<file path="src/rtl/serial_master_port_cnt.sv">
// Generic up-counter with synchronous clear, used as the serial bit counter.
// Ports:
//   CLK, RSTN  clock, asynchronous active-low reset
//   i_clr      synchronous clear (wins over i_en)
//   i_en       count enable
//   o_cnt      current count
//   o_cnt_nxt  count after this clock edge, for callers that register
//              outputs from next-state values
module serial_master_port_cnt #(
  parameter int unsigned WIDTH = 4
) (
  input  logic             CLK,
  input  logic             RSTN,
  input  logic             i_clr,
  input  logic             i_en,
  output logic [WIDTH-1:0] o_cnt,
  output logic [WIDTH-1:0] o_cnt_nxt
);

  logic [WIDTH-1:0] r_cnt;

  assign o_cnt_nxt = i_clr ? '0 : (i_en ? r_cnt + 1'b1 : r_cnt);
  assign o_cnt     = r_cnt;

  always_ff @(posedge CLK or negedge RSTN) begin
    if (!RSTN) begin
      r_cnt <= '0;
    end else begin
      r_cnt <= o_cnt_nxt;
    end
  end

endmodule

</file>
<file path="config.mk">
export PLATFORM = sky130hd
export DESIGN_NAME = serial_master_port_cnt
export DESIGN_NICKNAME = d
export VERILOG_FILES = /design/src/rtl/serial_master_port_cnt.sv
export SDC_FILE = /design/constraint.sdc
export NUM_CORES = 1
export LEC_CHECK = 0
export ABC_AREA = 1
export CORE_AREA = 10 10 47 49
export CTS_CLUSTER_SIZE = 25
export DETAILED_ROUTE_END_ITERATION = 12
export DIE_AREA = 0 0 57 59
export HOLD_SLACK_MARGIN = 0.03
export PLACE_DENSITY = 0.37
export RECOVER_POWER = 25
export SYNTH_ARGS = -nofsm -noshare
export SYNTH_HDL_FRONTEND = slang
export SYNTH_SLANG_ARGS = --single-unit
</file>
<file path="constraint.sdc">
create_clock -name CLK -period 1.5 [get_ports CLK]
set_clock_uncertainty 0.2 [all_clocks]
set_input_delay 0.3 -clock CLK [delete_from_list [all_inputs] [get_ports CLK]]
set_output_delay 0.3 -clock CLK [all_outputs]
set_load 0.1 [all_outputs]
</file>
* Yosys cells after proc, flatten, opt, wreduce, memory -nomap -nowiden
Cells that the tools add are included.
** Operators by class
- $add $sub $neg :: 1
- Mux-type cells :: 2
** Operators with widths (count)
- $mux W4 :: 2
- $add A4 B1 Y4 const B :: 1
** Storage, ports and cells
- Register bits :: 4
- Logic and storage cells :: 4

* Depth between registers and ports, before layout
- Depth in word-level cells :: 3
- Gate-level depth with buffers :: 5

* Worst setup path after synthesis
No wires, ideal clock.
- Kind :: register to output
- Start :: reg r_cnt[0], in the netlist o_cnt[0]
- End :: out o_cnt_nxt[1]
- Data arrival time :: 2.737 ns
- Data required time :: 1.000 ns
- Setup slack :: -1.737 ns
- Stages on the path, launching flop included :: 4
- Cells stage by stage :: dfrtp_1 > ha_1 > inv_1 > a21oi_1
** Between the ends
- Cells in the longest elaborated chain, start to end :: 3
** RTL lines
- start: declaration :: RTL line 20 : logic [WIDTH-1:0] r_cnt;
- start signal: assignment :: RTL line 29 : r_cnt <= o_cnt_nxt;
- $add A4 B1 Y4 :: RTL line 22 : assign o_cnt_nxt = i_clr ? '0 : (i_en ? r_cnt + 1'b1 : r_cnt);
- $mux W4 (2 in a row) :: RTL line 22
- end: declaration :: RTL line 17 : output logic [WIDTH-1:0] o_cnt_nxt
No other way between the ends.

* Worst setup path after layout
- Start :: reg r_cnt[1], in the netlist o_cnt[1]
- End :: out o_cnt_nxt[1]
** Between the ends
- Cells in the longest elaborated chain, start to end :: 3
** RTL lines (RTL line)
- $add A4 B1 Y4 :: 22
- $mux W4 (*) (2 in a row) :: 22
Mark *: on every way between the ends. The rest lies on a longest branch, timed or not.

==> metrics.csv <==
metric,value,unit
status,finished with violations,
failing checks,setup timing,
Fillers,151,
syn_nets,27,
Worst Hold Class,in2async,
Setup WS post-layout,-0.367,ns
die height,59,um
Setup-failing EPs final,7,
WL final,719,um
FMAX,536,MHz
Post-Syn Instances,22,
RSZ-0062 raised after global routing,true,
Initial Util,13.5,%
CTS Root Cell,clkbuf_4,
Die X,57,um
Final Util,40.7,%
Tmin final,1.87,ns
Clock Power Share,29.3,%
"Clk pin slew, worst setup/hold paths",0.04,ns
drt drc,0,
I/O Buffers,11,
WS Path Type,reg2out,
sequential power share,27.4,%
GRT overflow,0,
CTS H-Tree Depth,1,
Vias,241,
clock latency on the worst-skew pair,0.23,ns
ANT cells,0,
Power Density,793,nW/um^2
max_cap viols,0,
Die ar.,3360,um^2
switching pwr,168,uW
yosys warns,0,
Pre-antenna DRT Iters,1,
crit path max fanout,4,
Yosys cell types,10,
CTS Hold Bufs,0,
GPL Wtd Cong,0.740,
Placement Cell Area,524,um^2
largest net degree at the start of global routing,8,
post-route cell area,571,um^2
post-route ant nets,0,
clock buffer depth,2,
CTS buffer count,3,
first-pass GRT wire length,1.35,mm
most frequent cells in the layout,"8 x buf_12, 6 x buf_4",
FP Rows,14,
slew margin rel.,77.5,%
"IR drop worst, VDD",0.421,mV
Area growth syn-to-layout,202,%
Int Pwr,284,uW
synthesized cell area,189,um^2
fin crit share,124,%
vias in the first global route,306,
DR iter-0 viols,0,
Yosys reg bits,4,
"most common cell after layout, fill and taps aside",buf_12,
cell leakage power,0.000230,uW
routed len/inst,11.8,um
endpoint type of the worst setup path,output port,
combinational fraction of design power,43.3,%
Largest register FFs,4,
TritonCTS clock tree,done,
switching share of power,37.2,%
Synth Area per Inst,8.59,um^2
Worst EP arrival,1.37,ns
Worst Max-Slew Pin Slew,0.334,ns
share of cells above drive strength 1,84.4,%
critical path launch point type,register,
routed vias/inst,3.95,
"Req. time, crit path",1.00,ns
post-synthesis sequential area ratio,53.0,%
Final Hold Vio Count,0,
Tot GR Track Use,5.31,%
worst hold margin,0.165,ns
Nets,52,
Ports,12,
core box area,1400,um^2
max-slew violations,0,
initial antenna violation count,0,
clock sink count,4,
worst paths after layout:
path | startpoint | end | slack (ns) | cells past startpoint
setup / recovery | o_cnt[1] | o_cnt_nxt[1] | -0.37 | 4
hold / removal | RSTN | o_cnt[0] | 0.16 | 1
setup reg to reg | o_cnt[0] | o_cnt[2] | 0.22 | 3
hold reg to reg | o_cnt[3] | o_cnt[3] | 0.42 | 3
max in group asynchronous | RSTN | o_cnt[1] | 0.72 | 1
min in group CLK | i_en | o_cnt[1] | 0.21 | 2
layout make-up:
type                    instances  area [um^2]  share of cell area (%)
repair buffers                 20          263                    46.1
inverters                       2         7.51                    1.32
multi-input cells              16          145                    25.4
well taps                      16         20.0                    3.51
clock buffers                   3         22.5                    3.95
flip-flops and latches          4          113                    19.7
Yosys cell counts:
cell type / n / area [um^2]
nand2_1: 4 / 15.0
nor2_2: 1 / 6.26
nand3_1: 1 / 5.00
ha_1: 1 / 12.5
nor2_1: 3 / 11.3
o21ai_0: 2 / 10.0
nand2_2: 1 / 6.26
inv_1: 2 / 7.51
dfrtp_1: 4 / 100
a21oi_1: 3 / 15.0
power groups by stage:
stage                     clock network [uW]  logic [uW]  registers, uW
after floorplan                            0        66.5            164
after global placement                     0         186            126
after detailed placement                   0         188            126
after CTS                                141         194            124
after global routing                     156         207            125
final                                    133         196            124
timing repair:
action,in CTS,in global routing
resized for setup,7,3
cloned,0,0
hold endpoints to repair,0,0
buffers inserted,1,1
pin swaps,3,1
setup endpoints to repair,7,7
stage by stage:
stage / power [uW] / setup WS, ns / std cells / TNS (ns)
2_1_floorplan: 231 / -0.552 / 22 / -3.26
3_3_place_gp: 312 / -0.531 / 56 / -2.65
3_5_place_dp: 314 / -0.573 / 56 / -2.95
4_1_cts: 459 / -0.391 / 60 / -1.67
5_1_grt: 488 / -0.437 / 61 / -2.00
6_report: 452 / -0.367 / 61 / -1.61
cell families (layout without fill, tap and decap cells):
group | after synthesis | after routing | synth area share [%]
buf+inv | 2 | 25 | 3.97
fa+ha+maj | 1 | 1 | 6.62
flops | 4 | 4 | 53.0
compound gates | 5 | 5 | 13.2
simple gates | 10 | 10 | 23.2
worst max-delay path: stages, from the launching register on:
cell	delay (ns)
dfrtp_4	0.49
ha_4	0.27
inv_2	0.03
a21oi_4	0.14
buf_12	0.19
routing by layer:
layer	vias to the layer above	track usage, %	share of wire (%)	wire [um]
met2	10	7.75	50	360
li1	117	-	-	-
met3	0	3.86	10	74
met5	-	0	0	0
met4	0	4.03	0	0
met1	114	5.09	39	284
Note: power is estimated with default switching activity, not from simulation.
